$ cat src/rtl/hit_resolver_pkg.sv
// Shared types for the hit resolver: box coordinates, FSM states and winner codes.
package hit_resolver_pkg;

    localparam int unsigned CoordW = 10;

    typedef logic [CoordW-1:0] coord_t;

    typedef enum logic [1:0] {
        StFight     = 2'd0,
        StHitstop   = 2'd1,
        StRoundOver = 2'd2
    } state_e;

    typedef enum logic [1:0] {
        WinNone = 2'b00,
        WinP1   = 2'b01,
        WinP2   = 2'b10
    } winner_e;

    typedef struct packed {
        coord_t x1;
        coord_t x2;
        coord_t y1;
        coord_t y2;
        logic   active;
    } box_t;

    // Unsigned compare also rejects a mirrored box whose x1 wrapped below zero.
    function automatic logic box_usable(box_t b);
        return b.active && (b.x1 < b.x2) && (b.y1 < b.y2);
    endfunction

endpackage

$ cat src/rtl/hit_resolver_box_overlap.sv
// Combinational strict-overlap test between one hitbox and one hurtbox.
module hit_resolver_box_overlap
    import hit_resolver_pkg::*;
(
    input  box_t hit_box,
    input  box_t hurt_box,
    output logic overlap
);

    // Strict compares: boxes that only share an edge do not overlap.
    assign overlap = box_usable(hit_box) && box_usable(hurt_box)
                  && (hit_box.x1 < hurt_box.x2) && (hurt_box.x1 < hit_box.x2)
                  && (hit_box.y1 < hurt_box.y2) && (hurt_box.y1 < hit_box.y2);

endmodule

$ cat src/rtl/hit_resolver.sv
// Decides when hits land, enforces one hit per attack window, runs hitstop and keeps score.
module hit_resolver
    import hit_resolver_pkg::*;
#(
    parameter int unsigned WIN_POINTS     = 3,
    parameter int unsigned HITSTOP_FRAMES = 8
) (
    input  logic         clk,
    input  logic         rst,
    input  logic         frame_tick,
    input  logic         round_reset,
    input  logic [9:0]   p1_hit_x1,
    input  logic [9:0]   p1_hit_x2,
    input  logic [9:0]   p1_hit_y1,
    input  logic [9:0]   p1_hit_y2,
    input  logic         p1_hit_active,
    input  logic [9:0]   p1_hurt_x1,
    input  logic [9:0]   p1_hurt_x2,
    input  logic [9:0]   p1_hurt_y1,
    input  logic [9:0]   p1_hurt_y2,
    input  logic         p1_hurt_active,
    input  logic [9:0]   p2_hit_x1,
    input  logic [9:0]   p2_hit_x2,
    input  logic [9:0]   p2_hit_y1,
    input  logic [9:0]   p2_hit_y2,
    input  logic         p2_hit_active,
    input  logic [9:0]   p2_hurt_x1,
    input  logic [9:0]   p2_hurt_x2,
    input  logic [9:0]   p2_hurt_y1,
    input  logic [9:0]   p2_hurt_y2,
    input  logic         p2_hurt_active,
    output logic         p1_got_hit,
    output logic         p2_got_hit,
    output logic         freeze,
    output logic [3:0]   p1_score,
    output logic [3:0]   p2_score,
    output logic         round_over,
    output logic [1:0]   winner
);

    localparam logic [3:0] WinPts      = 4'(WIN_POINTS);
    localparam logic [7:0] HitstopLoad = 8'(HITSTOP_FRAMES);

    box_t p1_hit_box, p1_hurt_box, p2_hit_box, p2_hurt_box;
    logic p1_on_p2, p2_on_p1;

    assign p1_hit_box  = '{x1: p1_hit_x1, x2: p1_hit_x2, y1: p1_hit_y1, y2: p1_hit_y2,
                           active: p1_hit_active};
    assign p1_hurt_box = '{x1: p1_hurt_x1, x2: p1_hurt_x2, y1: p1_hurt_y1, y2: p1_hurt_y2,
                           active: p1_hurt_active};
    assign p2_hit_box  = '{x1: p2_hit_x1, x2: p2_hit_x2, y1: p2_hit_y1, y2: p2_hit_y2,
                           active: p2_hit_active};
    assign p2_hurt_box = '{x1: p2_hurt_x1, x2: p2_hurt_x2, y1: p2_hurt_y1, y2: p2_hurt_y2,
                           active: p2_hurt_active};

    hit_resolver_box_overlap u_p1_on_p2 (
        .hit_box  (p1_hit_box),
        .hurt_box (p2_hurt_box),
        .overlap  (p1_on_p2)
    );

    hit_resolver_box_overlap u_p2_on_p1 (
        .hit_box  (p2_hit_box),
        .hurt_box (p1_hurt_box),
        .overlap  (p2_on_p1)
    );

    state_e     state_q, state_d;
    winner_e    winner_q, winner_d;
    logic [7:0] cnt_q, cnt_d;
    logic [3:0] p1_score_q, p1_score_d, p2_score_q, p2_score_d;
    logic       p1_armed_q, p1_armed_d, p2_armed_q, p2_armed_d;
    logic       p1_prev_q, p2_prev_q;
    logic       p1_got_hit_q, p2_got_hit_q;

    logic       p1_can_hit, p2_can_hit;
    logic       p1_struck, p2_struck;
    logic [3:0] p1_score_inc, p2_score_inc;

    // A rising edge arms in the same cycle so a hit on the first active frame lands.
    assign p1_can_hit = p1_armed_q | (p1_hit_active & ~p1_prev_q);
    assign p2_can_hit = p2_armed_q | (p2_hit_active & ~p2_prev_q);

    assign p2_struck = (state_q == StFight) & p1_can_hit & p1_on_p2 & ~round_reset;
    assign p1_struck = (state_q == StFight) & p2_can_hit & p2_on_p1 & ~round_reset;

    assign p1_score_inc = (p1_score_q == WinPts) ? p1_score_q : p1_score_q + 4'd1;
    assign p2_score_inc = (p2_score_q == WinPts) ? p2_score_q : p2_score_q + 4'd1;

    always_comb begin
        state_d    = state_q;
        winner_d   = winner_q;
        cnt_d      = cnt_q;
        p1_score_d = p1_score_q;
        p2_score_d = p2_score_q;
        p1_armed_d = p1_armed_q;
        p2_armed_d = p2_armed_q;

        // Armed flags only evolve while fighting; frozen states hold them.
        if (state_q == StFight) begin
            p1_armed_d = p1_can_hit & p1_hit_active & ~p2_struck;
            p2_armed_d = p2_can_hit & p2_hit_active & ~p1_struck;
        end

        if (round_reset) begin
            p1_score_d = '0;
            p2_score_d = '0;
            winner_d   = WinNone;
        end else if (p2_struck && !p1_struck) begin
            p1_score_d = p1_score_inc;
        end else if (p1_struck && !p2_struck) begin
            p2_score_d = p2_score_inc;
        end

        case (state_q)
            StFight: begin
                if (p1_struck || p2_struck) begin
                    if (p2_struck && !p1_struck && p1_score_inc == WinPts) begin
                        state_d  = StRoundOver;
                        winner_d = WinP1;
                    end else if (p1_struck && !p2_struck && p2_score_inc == WinPts) begin
                        state_d  = StRoundOver;
                        winner_d = WinP2;
                    end else begin
                        state_d = StHitstop;
                        cnt_d   = HitstopLoad;
                    end
                end
            end
            StHitstop: begin
                if (frame_tick) begin
                    cnt_d = cnt_q - 8'd1;
                    if (cnt_q <= 8'd1) begin
                        cnt_d   = '0;
                        state_d = StFight;
                    end
                end
            end
            StRoundOver: begin
                if (round_reset) begin
                    state_d    = StFight;
                    p1_armed_d = 1'b0;
                    p2_armed_d = 1'b0;
                end
            end
            default: state_d = StFight;
        endcase
    end

    always_ff @(posedge clk) begin
        if (rst) begin
            state_q      <= StFight;
            winner_q     <= WinNone;
            cnt_q        <= '0;
            p1_score_q   <= '0;
            p2_score_q   <= '0;
            p1_armed_q   <= 1'b0;
            p2_armed_q   <= 1'b0;
            p1_prev_q    <= 1'b0;
            p2_prev_q    <= 1'b0;
            p1_got_hit_q <= 1'b0;
            p2_got_hit_q <= 1'b0;
        end else begin
            state_q      <= state_d;
            winner_q     <= winner_d;
            cnt_q        <= cnt_d;
            p1_score_q   <= p1_score_d;
            p2_score_q   <= p2_score_d;
            p1_armed_q   <= p1_armed_d;
            p2_armed_q   <= p2_armed_d;
            p1_prev_q    <= p1_hit_active;
            p2_prev_q    <= p2_hit_active;
            p1_got_hit_q <= p1_struck;
            p2_got_hit_q <= p2_struck;
        end
    end

    assign p1_got_hit = p1_got_hit_q;
    assign p2_got_hit = p2_got_hit_q;
    assign freeze     = (state_q != StFight);
    assign round_over = (state_q == StRoundOver);
    assign p1_score   = p1_score_q;
    assign p2_score   = p2_score_q;
    assign winner     = winner_q;

endmodule
$ cat config.mk
export PLATFORM = sky130hd
export DESIGN_NAME = hit_resolver
export DESIGN_NICKNAME = d
export VERILOG_FILES = /design/src/rtl/hit_resolver_pkg.sv /design/src/rtl/hit_resolver_box_overlap.sv /design/src/rtl/hit_resolver.sv
export SDC_FILE = /design/constraint.sdc
export NUM_CORES = 1
export LEC_CHECK = 0
export CORE_ASPECT_RATIO = 1.5
export CORE_MARGIN = 2
export CORE_UTILIZATION = 40
export CTS_BUF_LIST = sky130_fd_sc_hd__clkbuf_16
export CTS_CLUSTER_DIAMETER = 80
export DETAILED_ROUTE_END_ITERATION = 10
export PLACE_DENSITY = 0.8
export SKIP_CTS_REPAIR_TIMING = 1
export SYNTH_ARGS = -nofsm -noshare
export SYNTH_HDL_FRONTEND = slang
export SYNTH_SLANG_ARGS = --single-unit
$ cat constraint.sdc
create_clock -name clk -period 7.8 [get_ports clk]
set_input_delay 2.34 -clock clk [delete_from_list [all_inputs] [get_ports clk]]
set_output_delay 2.34 -clock clk [all_outputs]
set_load 0.005 [all_outputs]
== Word level (Yosys, flattened, before mapping) ==
Index checks and enable logic that the tools add are counted.

* Flip-flop bits (word level): 26
* Input port bits: 168
* Output and inout bits: 14
* Word-level logic and storage cells: 121

* Add/sub/neg operators: 3
* $lt $le $gt $ge: 17
* Equal/unequal tests: 12
* Mux-type cells: 26
* Bitwise gates (word level): 20
* Reductions and logical operators: 32

{| class="wikitable"
|+ Operators by type and width
! operator !! number
|-
| 10-bit < comparator || 16
|-
| 8-bit 2-to-1 mux || 5
|-
| 1-bit logical AND || 22
|-
| 2-bit 2-to-1 mux || 11
|-
| 4-bit by 2-bit equality test with 1-bit output, second input constant || 4
|-
| 8-bit case mux with 2 select lines || 1
|-
| 1-bit bitwise AND || 12
|-
| 2-bit != test, second input constant || 5
|-
| 4-bit by 1-bit adder with 4-bit output, second input constant || 2
|-
| 8-bit by 1-bit <= comparator with 1-bit output, second input constant || 1
|-
| 4-bit 2-to-1 mux || 2
|-
| 8-bit by 1-bit subtractor with 8-bit output, second input constant || 1
|-
| 1-bit 2-to-1 mux || 6
|-
| 1-bit inverter || 6
|-
| 2-bit case mux with 3 select lines || 1
|-
| 5-bit AND reduction || 1
|-
| 4-bit AND reduction || 1
|-
| 2-bit nonzero test || 2
|-
| 2-bit by 1-bit equality test with 1-bit output, second input constant || 1
|-
| 2-bit equality test, second input constant || 1
|-
| 1-bit zero test || 2
|-
| 2-bit zero test || 1
|-
| 2-bit by 1-bit != test with 1-bit output, second input constant || 1
|-
| 1-bit bitwise OR || 2
|-
| 3 further kinds || 3
|}

== Depth between registers and ports, before layout ==
Gate-level depths: netlist of the first run.

* Depth in word-level cells: 17
* Depth in mapped cells: 12
* Depth with buffers taken out: 11

== Cells and area by module ==
A second synthesis of the first run with hierarchy kept.

* Cell total of the unflattened synthesis: 599
* Area, all modules: 4,775.8 um^2

{| class="wikitable"
|+ By module, submodules not included
! module !! instances !! cells an instance !! area each (um^2) !! sequential area each (um^2)
|-
| hit_resolver_box_overlap || 2 || 215 || 1,664.1 || 0.0
|-
| hit_resolver || 1 || 169 || 1,447.6 || 520.5
|}

== Worst setup path after synthesis of the first run ==
OpenSTA, ideal clock, no wires.

* Kind: in2reg
* Start: input port p2_hit_y2[9]
* End: register cnt_q[2]
* Library setup time: 0.116 ns
* Arrival time: 4.758 ns
* Required time: 7.684 ns
* Path slack: 2.927 ns
* Stages on the path: 11
* Path buffers: 0
* Path through: inv_1 > ha_1 > nor4b_2 > nand4b_1 > or3_1 > or4_4 > nor4_4 > nand4_4 > nand3_2 > o21ai_2 > a31o_1

* Longest elaborated chain between the ends: 14
* Elaborated cells between the ends (all ways): 20
* Those cells by class: order compare: 2; eq/ne: 3; bitwise: 2; reduce/logical: 13

{| class="wikitable"
|+ RTL lines
! what !! RTL line !! text
|-
| from (decl) || hit_resolver.sv:25 || <nowiki>input logic [9:0] p2_hit_y2,</nowiki>
|-
| 10-bit < comparator || hit_resolver_pkg.sv:30 || <nowiki>return b.active && (b.x1 < b.x2) && (b.y1 < b.y2);</nowiki>
|-
| 1-bit logical AND || hit_resolver_pkg.sv:30 ||
|-
| 1-bit logical AND || hit_resolver_box_overlap.sv:11 || <nowiki>assign overlap = box_usable(hit_box) && box_usable(hurt_box)</nowiki>
|-
| 1-bit logical AND (2 in a row) || hit_resolver_box_overlap.sv:12 || <nowiki>&& (hit_box.x1 < hurt_box.x2) && (hurt_box.x1 < hit_box.x2)</nowiki>
|-
| 1-bit logical AND || hit_resolver_box_overlap.sv:13 || <nowiki>&& (hit_box.y1 < hurt_box.y2) && (hurt_box.y1 < hit_box.y2);</nowiki>
|-
| 1-bit logical AND * || hit_resolver_box_overlap.sv:13 ||
|-
| 1-bit bitwise AND * (2 in a row) || hit_resolver.sv:85 || <nowiki>assign p1_struck = (state_q == StFight) & p2_can_hit & p2_on_p1 & ~round_reset;</nowiki>
|-
| 1-bit zero test || hit_resolver.sv:118 || <nowiki>if (p2_struck && !p1_struck && p1_score_inc == WinPts) begin</nowiki>
|-
| 1-bit logical AND (2 in a row) || hit_resolver.sv:118 ||
|-
| 2-bit != test (no source line) || n/a ||
|-
| 5-bit AND reduction (no source line) * || n/a ||
|-
| to (signal assigned) || hit_resolver.sv:166 || <nowiki>cnt_q <= cnt_d;</nowiki>
|-
| to (decl) || hit_resolver.sv:70 || <nowiki>logic [7:0] cnt_q, cnt_d;</nowiki>
|}

Mark *: on every way between the ends. The rest lies on a longest branch, timed or not.
A chain may end at the register's enable or synchronous reset.

== Final worst setup path of the first run ==
* Start: input port p1_hit_x2[9]
* End: register p1_score_q[2] (netlist: p1_score[2])

* Longest elaborated chain between the ends: 11
* Elaborated cells between the ends (all ways): 12
* Those cells by class: order compare: 2; bitwise: 2; reduce/logical: 8

{| class="wikitable"
|+ RTL lines
! what !! RTL line !! text
|-
| from (decl) || hit_resolver.sv:13 || <nowiki>input logic [9:0] p1_hit_x2,</nowiki>
|-
| 10-bit < comparator || hit_resolver_pkg.sv:30 ||
|-
| 1-bit logical AND (2 in a row) || hit_resolver_pkg.sv:30 ||
|-
| 1-bit logical AND || hit_resolver_box_overlap.sv:11 ||
|-
| 1-bit logical AND || hit_resolver_box_overlap.sv:12 ||
|-
| 1-bit logical AND * || hit_resolver_box_overlap.sv:12 ||
|-
| 1-bit logical AND * (2 in a row) || hit_resolver_box_overlap.sv:13 ||
|-
| 1-bit bitwise AND * (2 in a row) || hit_resolver.sv:84 || <nowiki>assign p2_struck = (state_q == StFight) & p1_can_hit & p1_on_p2 & ~round_reset;</nowiki>
|-
| 1-bit logical AND * || hit_resolver.sv:109 || <nowiki>end else if (p2_struck && !p1_struck) begin</nowiki>
|-
| to (signal assigned) || hit_resolver.sv:167 || <nowiki>p1_score_q <= p1_score_d;</nowiki>
|-
| to (decl) || hit_resolver.sv:71 || <nowiki>logic [3:0] p1_score_q, p1_score_d, p2_score_q, p2_score_d;</nowiki>
|}

Marked as above.

==> results by group, run 1 <==
Layout
  – Area occupied by multi-input gates: 3870 sq um
  – Register area: 520 sq um
  – Diode count: 0
  – Area growth from synthesis to layout: 43.6%
  – Nets: 1084
  – Share of post-route cells with drive strength above 1: 2.48%
  – Fillers: 1063

Placement
  – DP Wirelength: 14700 microns
  – Port Buffers: 181
  – Place WS: 1.99 ns
  – Final Wtd Congestion: 0.935

Critical path
  – Crit path cell chain: clkdlybuf4s50_1 -> inv_1 -> ha_1 -> a22oi_1 -> nand2_1 -> a2111oi_0 -> nand4_1 -> and4b_1 -> o2111a_1 -> nand2_1 -> or4b_2 -> a21oi_1
  – Crit path DAT: 5.76 ns
  – Crit-path max cell delay: 0.63 ns
  – Worst setup SP type: input pin
  – WP buf/inv: 2
  – Largest delay contributor family on the critical path: simple AND/OR/NAND/NOR gates
  – Crit Path Category: in -> reg
  – Critical Path RT: 7.99 ns
  – Critical-path top delay cell: or4b_2
  – Critical path peak fanout: 12
  – Most Frequent Cell on Critical Path: nand2_1
  – Element type at the critical path end: register

STA
  – RSZ-0062 raised after global routing: no
  – Setup violators final: 0
  – Final hold violations: 0
  – Fmax: 180 MHz
  – Slew Limit Fails: 0
  – Tmin final: 5.57 ns
  – Worst Max-Slew Pin Slew: 0.879 ns
  – Setup ws final: 2.23 ns
  – Final Skew: 0.00364 ns
  – Slew HR: 40.9%
  – Final period utilization: 71.4%
  – Setup TNS: 0 ns

Floorplanning
  – Full die area: 12700 sq um
  – Chip width: 92.8 microns
  – Core box area: 11500 sq um
  – Row count: 48
  – Chip Height: 137 microns
  – IO Count: 182
  – Starting Density: 41.0%

Power and ir drop
  – Cell Pwr Density: 76.8 nW/um^2
  – Comb power frac: 52.0%
  – Switching power: 171 uW
  – Lkg Pwr: 3.14 nW
  – Clock share of power: 22.2%
  – Flop pwr share: 25.8%
  – P_int: 350 uW
  – Peak supply drop: 0.0000710 V
  – Net Sw Frac: 32.9%

Detailed routing
  – Vias per cell: 5.66
  – DRC Markers: 0
  – ANT nets after route: 0
  – Wirelength per Cell: 17.7 microns
  – Initial DRC Count: 298
  – Total Wirelength: 16200 microns
  – 1st-pass router iterations: 5
  – Vias: 5187

Clock network
  – # H-tree levels: 1
  – CTS Sinks: 26
  – TritonCTS Buffers: 3
  – CTS root buf: clkbuf_16
  – Latest clock arrival within the worst-skew pair: 0.26 ns
  – Clk buf depth: 2
  – Worst-path clk slew: 0.06 ns
  – CTS tree: done

Synth
  – EDFF count, synth: 0
  – Syn Inst Count: 586
  – Async SR Flop Fraction: 0%
  – Count of cell types in the netlist: 64
  – Syn Nets: 902
  – Synth Flop Type: dfxtp_1
  – Ys Warns: 0
  – Sequential share of the synthesized area: 11.0%
  – Synthesis-stage register bit count: 26
  – Syn avg cell area: 8.06 sq um
  – Mapped Area: 4730 sq um

Global routing
  – Largest net degree at the start of global routing: 14
  – GRT overflow: 0
  – Number of global-route vias before repair: 5608
  – Initial antenna violation count: 0
  – First-pass GRT wire length: 25500 microns
  – Total track usage: 25.4%

Hold path
  – Class of the worst hold path: reg -> reg

Flow run
  – Maxcap violations: 0

Run status
  – Status: complete, no violations
==> power by group through the flow <==
stage / clock, mW / sequential (mW) / combinational, mW
finish: 0.116 / 0.135 / 0.271
global route: 0.120 / 0.135 / 0.301
CTS: 0.116 / 0.135 / 0.271
detailed placement: 0 / 0.138 / 0.269
global placement: 0 / 0.138 / 0.261
floorplan: 0 / 0.137 / 0.125
==> worst paths after layout <==
path         slack (ns)           to    startpoint  cells after the start
max                2.23  p1_score[2]  p1_hit_x2[9]                     12
min                0.50     cnt_q[1]      cnt_q[1]                      2
max reg2reg        4.87     cnt_q[4]    state_q[1]                      9
min reg2reg        0.50     cnt_q[1]      cnt_q[1]                      2
==> sequential cells by signal, summed over array words and instances (netlist names), 2 cells and up <==
name      flops
state_q       2
winner        2
p2_score      4
cnt_q         8
p1_score      4
==> logic make-up after synthesis <==
logic type | Yosys count | share of synthesized area (%)
adder cells (fa/ha/maj) | 148 | 39.2
flip-flops | 26 | 11.0
buffers and inverters | 89 | 7.07
AND/OR/NAND/NOR | 175 | 21.9
AO/OA/AOI/OAI | 142 | 19.6
multiplexers | 3 | 0.635
XOR/XNOR | 3 | 0.556
==> cell usage in the layout, fill, tap and decap left out, types with 5 or more instances in the layout <==
master           count
clkdlybuf4s50_1    181
ha_1               148
inv_1               84
a21oi_1             39
o21ai_0             32
nand2_1             29
dfxtp_1             26
nand3_1             24
nor2_1              23
nand2b_1            20
nand4_1             20
a211oi_1            10
a21o_1               7
a22oi_1              7
nor3_1               7
nor2b_1              6
and3_1               6
a31o_1               6
o211ai_1             5
==> routing by layer <==
layer  up-vias  part of all wire, %  GRT usage, %
met5         -                    0             0
met4         0                  4.9          12.7
met3        53                  6.8          4.07
li1       2546                    -             -
met1      2339                   34          22.9
met2       249                   54          52.9
==> stage by stage <==
step	hold slack (ns)	std cells	total power [mW]	area, sq um	utilization [%]
6_report	0.503	916	0.521	6790	58.8
5_1_grt	0.531	916	0.556	6790	58.8
4_1_cts	0.508	916	0.522	6790	58.8
3_5_place_dp	0.500	913	0.407	6710	58.2
3_3_place_gp	0.460	913	0.398	6710	58.2
2_1_floorplan	0.451	586	0.263	4730	-
==> synth_stat cells (all sizes together) (4+ instances only) <==
cell | n | area share, %
nor4 | 5 | 0.98
nor2b | 6 | 0.79
o211ai | 5 | 0.79
nand4 | 21 | 3.1
o21ai | 33 | 3.6
ha | 148 | 39
o31ai | 4 | 0.64
o21a | 4 | 0.64
a211oi | 10 | 1.6
and3 | 6 | 0.79
a31o | 6 | 1.1
nand4b | 4 | 0.74
nand2 | 29 | 2.3
and4 | 4 | 0.74
nor3 | 9 | 1.2
inv | 84 | 6.7
a21oi | 39 | 4.1
nor2 | 23 | 1.8
nand3 | 25 | 2.8
a21o | 7 | 1.1
a22oi | 7 | 1.1
nand2b | 20 | 2.6
dfxtp | 26 | 11
nor4b | 4 | 0.87
==> worst min-delay path: cells and delay by family (launching register included) <==
| kind | cells | cell delay, ns |
|---|---|---|
| flip-flops | 1 | 0.32 |
| multiplexers | 1 | 0.06 |
| AND/OR/NAND/NOR | 1 | 0.07 |
==> layout make-up <==
| cell class | count | area share, % |
|---|---|---|
| timing repair buffer | 181 | 26.7 |
| tap | 150 | 2.77 |
| multi-input combinational | 471 | 57.1 |
| clock buffer | 3 | 1.11 |
| inverter | 85 | 4.70 |
| sequential | 26 | 7.67 |
Note: power is estimated with default switching activity, not from simulation.
==> run 2: changes to the inputs <==
==> constraint.sdc (replaced) <==
create_clock -name clk -period 5.6 [get_ports clk]
set_input_delay 1.68 -clock clk [delete_from_list [all_inputs] [get_ports clk]]
set_output_delay 1.68 -clock clk [all_outputs]
set_load 0.005 [all_outputs]
==> results by group, run 2 (same netlist as run 1, synthesis figures left out) <==
Global routing
  – GRT overflow: 0 (unchanged)
  – Initial antenna violation count: 0 (unchanged)
  – Total track usage: 24.8% (was 25.4%)
  – Number of global-route vias before repair: 5374 (was 5608)
  – Largest net degree at the start of global routing: 14 (unchanged)
  – First-pass GRT wire length: 25000 microns (was 25500 microns)

Clock network
  – CTS tree: done (unchanged)
  – TritonCTS Buffers: 3 (unchanged)
  – CTS root buf: clkbuf_16 (unchanged)
  – # H-tree levels: 1 (unchanged)
  – Worst-path clk slew: 0.06 ns (about the same)
  – CTS Sinks: 26 (unchanged)
  – Latest clock arrival within the worst-skew pair: 0.25 ns (was 0.26 ns)
  – Clk buf depth: 2 (unchanged)

Detailed routing
  – DRC Markers: 0 (unchanged)
  – Vias per cell: 5.59 (was 5.66)
  – Total Wirelength: 16000 microns (was 16200 microns)
  – Initial DRC Count: 274 (was 298)
  – Wirelength per Cell: 17.4 microns (was 17.7 microns)
  – 1st-pass router iterations: 5 (unchanged)
  – ANT nets after route: 0 (unchanged)
  – Vias: 5124 (was 5187)

Floorplanning
  – Chip width: 92.8 microns (unchanged)
  – Full die area: 12700 sq um (unchanged)
  – IO Count: 182 (unchanged)
  – Row count: 48 (unchanged)
  – Core box area: 11500 sq um (unchanged)
  – Chip Height: 137 microns (unchanged)
  – Starting Density: 41.0% (unchanged)

Critical path
  – Critical path peak fanout: 8 (was 12)
  – R2R Path Start: state_q[1] (unchanged)
  – Element type at the critical path end: register (unchanged)
  – R2r setup slk: 2.64 ns (was 4.87 ns)
  – Crit path DAT: 4.85 ns (was 5.76 ns)
  – Crit Path Category: in -> reg (unchanged)
  – Critical Path RT: 5.75 ns (was 7.99 ns)
  – Worst Setup SP: p1_hurt_x2[9] (was p1_hit_x2[9])
  – Worst setup SP type: input pin (unchanged)

Placement
  – Final Wtd Congestion: 0.937 (was 0.935)
  – Placed Instances: 914 (was 913)
  – Port Buffers: 181 (unchanged)
  – DP Wirelength: 14400 microns (was 14700 microns)
  – Dpl cell area: 6720 sq um (was 6710 sq um)

Hold path
  – Class of the worst hold path: reg -> reg (unchanged)
  – Hold wc startpoint: winner[1] (was cnt_q[1])

STA
  – RSZ-0062 raised after global routing: no (unchanged)
  – Tmin final: 4.70 ns
  – Slew HR: 38.0% (was 40.9%)
  – Setup violators final: 0 (unchanged)
  – Final hold violations: 0 (unchanged)
  – Final Skew: 0.00195 ns (was 0.00364 ns)
  – Slew Limit Fails: 0 (unchanged)
  – Final period utilization: 83.9%
  – Fmax: 213 MHz
  – Worst hold slack: 0.518 ns (was 0.503 ns)
  – Setup TNS: 0 ns (unchanged)
  – Worst Max-Slew Pin Slew: 0.923 ns (was 0.879 ns)

Layout
  – Cell Count, Final, Fillers Out: 917 (was 916)
  – Largest Register: cnt_q (unchanged)
  – Max reg flops: 8 (unchanged)
  – Area growth from synthesis to layout: 43.7% (was 43.6%)
  – Fin area: 6790 sq um (about the same)
  – Area occupied by multi-input gates: 3870 sq um (unchanged)
  – Commonest cells after routing, fill and taps aside: 181 x clkdlybuf4s50_1, 148 x ha_1, 84 x inv_1, 39 x a21oi_1, 32 x o21ai_0 (unchanged)
  – Diode count: 0 (unchanged)
  – Nets: 1085 (was 1084)
  – Commonest non-fill, non-tap cell in the layout: clkdlybuf4s50_1 (unchanged)
  – Register area: 520 sq um (unchanged)
  – Fillers: 1036 (was 1063)
  – Share of post-route cells with drive strength above 1: 2.61% (was 2.48%)

Power and ir drop
  – Lkg Pwr: 3.15 nW (was 3.14 nW)
  – Cell Pwr Density: 106 nW/um^2 (was 76.8 nW/um^2)
  – Peak supply drop: 0.0000886 V (was 0.0000710 V)

Run status
  – Status: complete, no violations (unchanged)

Flow run
  – Maxcap violations: 0 (unchanged)
## run 2: changes by cell type in the layout (fill, tap and decap cells not counted), sizes merged
cell / previous run / this run
buf: 0 / 1
## run 2: routing by layer
metal | wire length (microns) | GRT usage (%) | part of all wire, % | vias to the layer above
li1 | - | - | - | 2544
met1 | 5480 | 23.6 | 34 | 2310
met2 | 8650 | 51.3 | 54 | 236
met3 | 1150 | 3.52 | 7.2 | 34
met4 | 676 | 11.2 | 4.2 | 0
met5 | 0 | 0 | 0 | -
## run 2: where the power goes
part	total [mW]	switching, mW	internal [mW]	leakage (nW)
Combinational	0.377	0.171	0.205	2.90
Clock	0.155	0.0605	0.0945	0.0370
Sequential	0.188	0.000868	0.187	0.210
Total	0.719	0.232	0.487	3.15
## run 2: final cells by class
cell class | count | area share [%]
Timing Repair Buffer | 182 | 26.8
Sequential cell | 26 | 7.66
Tap cell | 150 | 2.76
Clock buffer | 3 | 1.11
Multi-Input combinational cell | 471 | 57.0
Inverter | 85 | 4.70
## run 2: metrics by stage
| stage | power, mW | setup WS, ns | utilization (%) |
|---|---|---|---|
| 5_1_grt | 0.774 | 0.745 | 58.9 |
| 3_5_place_dp | 0.565 | 0.662 | 58.3 |
| 2_1_floorplan | 0.366 | 1.39 | - |
| 3_3_place_gp | 0.555 | 0.745 | 58.3 |
| 4_1_cts | 0.721 | 0.922 | 58.9 |
| 6_report | 0.719 | 0.901 | 58.9 |
## run 2: path summary, 6_finish.rpt
check,depth (start not counted),to
worst min register to register,2,winner[1]
worst min-delay path,2,winner[1]
worst max register to register,9,cnt_q[6]
worst max-delay path,12,cnt_q[6]
## run 2: critical path, cell delays in order
cell and delay, ns:
clkdlybuf4s50_1 0.46, inv_1 0.08, ha_1 0.21, nor4b_2 0.25, nand4b_1 0.13, or3_1 0.39, or4_4 0.56, nor4_4 0.32
nand4_4 0.20, nand3_2 0.17, o21ai_2 0.15, a31o_1 0.26
==> run 3: changes to the inputs <==
--- a/config.mk
+++ b/config.mk
@@ -11,7 +11,7 @@
 export CTS_BUF_LIST = sky130_fd_sc_hd__clkbuf_16
 export CTS_CLUSTER_DIAMETER = 80
 export DETAILED_ROUTE_END_ITERATION = 10
-export PLACE_DENSITY = 0.8
+export PLACE_DENSITY = 0.83
 export SKIP_CTS_REPAIR_TIMING = 1
 export SYNTH_ARGS = -nofsm -noshare
 export SYNTH_HDL_FRONTEND = slang
==> constraint.sdc (replaced) <==
create_clock -name clk -period 4.1 [get_ports clk]
set_input_delay 1.23 -clock clk [delete_from_list [all_inputs] [get_ports clk]]
set_output_delay 1.23 -clock clk [all_outputs]
set_load 0.005 [all_outputs]
==> results by group, run 3 (same netlist as run 1, synthesis figures left out) <==
Run status
  – Status: complete, no violations (unchanged)

Hold path
  – Class of the worst hold path: reg -> reg (unchanged)

Power and ir drop
  – Lkg Pwr: 3.34 nW (was 3.15 nW)
  – Peak supply drop: 0.000236 V (was 0.0000886 V)
  – Cell Pwr Density: 152 nW/um^2 (was 106 nW/um^2)

Detailed routing
  – Wl on met1: 5270 microns (was 5480 microns)
  – 1st-pass router iterations: 4 (was 5)
  – Initial DRC Count: 290 (was 274)
  – Vias: 5207 (was 5124)
  – WL met2: 8210 microns (was 8650 microns)
  – Met3 routed WL: 1040 microns (was 1150 microns)
  – ANT nets after route: 0 (unchanged)
  – Wirelength per Cell: 16.2 microns (was 17.4 microns)
  – Top Metal Used: met4 (unchanged)
  – Vias per cell: 5.48 (was 5.59)
  – DRC Markers: 0 (unchanged)
  – Total Wirelength: 15400 microns (was 16000 microns)

Floorplanning
  – Chip Height: 137 microns (unchanged)
  – IO Count: 182 (unchanged)
  – Full die area: 12700 sq um (unchanged)
  – Chip width: 92.8 microns (unchanged)
  – Row count: 48 (unchanged)
  – Starting Density: 41.0% (unchanged)
  – Core box area: 11500 sq um (unchanged)

Layout
  – Cell Count, Final, Fillers Out: 951 (was 917)
  – Largest Register: cnt_q (unchanged)
  – Area growth from synthesis to layout: 51.7% (was 43.7%)
  – Diode count: 0 (unchanged)
  – Nets: 1118 (was 1085)
  – Share of post-route cells with drive strength above 1: 8.11% (was 2.61%)
  – Fin area: 7170 sq um (was 6790 sq um)
  – Commonest cells after routing, fill and taps aside: 181 x clkdlybuf4s50_1, 147 x ha_1, 84 x inv_1, 39 x a21oi_1, 34 x buf_4 (was 181 x clkdlybuf4s50_1, 148 x ha_1, 84 x inv_1, 39 x a21oi_1, 32 x o21ai_0)
  – Max reg flops: 8 (unchanged)
  – Commonest non-fill, non-tap cell in the layout: clkdlybuf4s50_1 (unchanged)

STA
  – Slew HR: 55.5% (was 38.0%)
  – Final period utilization: 97.1%
  – Worst Max-Slew Pin Slew: 0.662 ns (was 0.923 ns)
  – Fmax: 251 MHz
  – Slew Limit Fails: 0 (unchanged)
  – Setup violators final: 0 (unchanged)
  – Worst hold slack: 0.480 ns (was 0.518 ns)
  – Final Skew: 0.00263 ns (was 0.00195 ns)
  – Setup TNS: 0 ns (unchanged)
  – Final hold violations: 0 (unchanged)
  – Tmin final: 3.98 ns

Critical path
  – Critical Path Sink: p2_score[1] (was cnt_q[6])
  – Largest delay contributor family on the critical path: simple AND/OR/NAND/NOR gates (unchanged)
  – Reg2reg end: p2_score[1] (was cnt_q[6])
  – Crit Path Category: in -> reg (unchanged)
  – Critical-path top delay cell: or4_4 (unchanged)
  – R2r setup slk: 1.50 ns (was 2.64 ns)
  – Worst setup SP type: input pin (unchanged)
  – Crit path cell chain: clkdlybuf4s50_1 -> inv_1 -> ha_1 -> buf_4 -> and3_1 -> a22o_1 -> or4_4 -> nor2_2 -> nand4_1 -> buf_4 -> nor3_4 -> mux2i_1 -> nor2_1 (was clkdlybuf4s50_1 -> inv_1 -> ha_1 -> nor4b_2 -> nand4b_1 -> or3_1 -> or4_4 -> nor4_4 -> nand4_4 -> nand3_2 -> o21ai_2 -> a31o_1)
  – Crit path DAT: 4.14 ns (was 4.85 ns)
  – Element type at the critical path end: register (unchanged)
  – Critical Path RT: 4.26 ns (was 5.75 ns)
  – Crit-path max cell delay: 0.56 ns (about the same)
  – Most Frequent Cell on Critical Path: buf_4
  – Critical path peak fanout: 3 (was 8)
  – Worst Setup SP: p2_hit_y2[9] (was p1_hurt_x2[9])
  – WP buf/inv: 4 (was 2)
  – R2R Path Start: state_q[1] (unchanged)
  – R2R cell count: 10 (was 9)
  – CP Depth: 13 (was 12)

Clock network
  – Latest clock arrival within the worst-skew pair: 0.26 ns (was 0.25 ns)
  – TritonCTS Buffers: 3 (unchanged)
  – Clk buf depth: 2 (unchanged)
  – CTS tree: done (unchanged)
  – # H-tree levels: 1 (unchanged)
  – CTS Sinks: 26 (unchanged)
  – Worst-path clk slew: 0.07 ns (was 0.06 ns)
  – CTS root buf: clkbuf_16 (unchanged)

Flow run
  – Maxcap violations: 0 (unchanged)

Global routing
  – Total track usage: 23.6% (was 24.8%)
  – GRT overflow: 0 (unchanged)
  – Number of global-route vias before repair: 5372 (was 5374)
  – Initial antenna violation count: 0 (unchanged)
  – Largest net degree at the start of global routing: 16 (was 14)
  – First-pass GRT wire length: 23800 microns (was 25000 microns)

Placement
  – Final Wtd Congestion: 0.966 (was 0.937)
  – DP Wirelength: 13700 microns (was 14400 microns)
  – Port Buffers: 181 (unchanged)
  – Placed Instances: 945 (was 914)
  – Dpl cell area: 6950 sq um (was 6720 sq um)
[run 3: metal layers]
layer | vias to the layer above | GRT usage [%]
met5 | - | 0
met4 | 0 | 12.1
met2 | 224 | 49.6
met1 | 2312 | 20.9
li1 | 2614 | -
met3 | 57 | 3.52
[run 3: where the power goes]
part           leakage (nW)  switching, mW  internal, mW  total [mW]
Combinational          3.08          0.239         0.308       0.547
Sequential            0.210        0.00145         0.255       0.256
Clock                0.0511         0.0928         0.194       0.287
[run 3: worst min path at each step]
| stage | startpoint | endpoint | slack, ns | depth (start not counted) |
|---|---|---|---|---|
| 2_1_floorplan | cnt_q[1] | cnt_q[1] | 0.45 | 2 |
| 3_3_place_gp | cnt_q[1] | cnt_q[1] | 0.46 | 2 |
| 3_5_place_dp | cnt_q[1] | cnt_q[1] | 0.47 | 2 |
| 4_1_cts | cnt_q[1] | cnt_q[1] | 0.48 | 2 |
| 5_1_grt | cnt_q[1] | cnt_q[1] | 0.51 | 2 |
| 6_report | cnt_q[1] | cnt_q[1] | 0.48 | 2 |
[run 3: final cells by class]
class	instances	area [sq um]
Clock buffer	3	75.1
Tap cell	150	188
Sequential cell	26	520
Multi-Input combinational cell	471	3970
Inverter	85	319
Timing Repair Buffer	215	2070
Clock inverter	1	30.0
Fill cell	983	4360
[run 3: worst min-delay path: cells and delay by family (launching register included)]
| family | cells | cell delay [ns] |
|---|---|---|
| DFF | 1 | 0.32 |
| and+or+nand+nor | 1 | 0.06 |
| muxes | 1 | 0.05 |
[run 3: metrics by stage]
step / util, % / setup slack (ns) / total power, mW
6_report: 62.2 / 0.118 / 1.09
5_1_grt: 62.2 / -0.0401 / 1.17
4_1_cts: 61.2 / -0.104 / 1.08
3_5_place_dp: 60.3 / -0.389 / 0.795
3_3_place_gp: 60.3 / -0.307 / 0.780
2_1_floorplan: - / 0.337 / 0.500
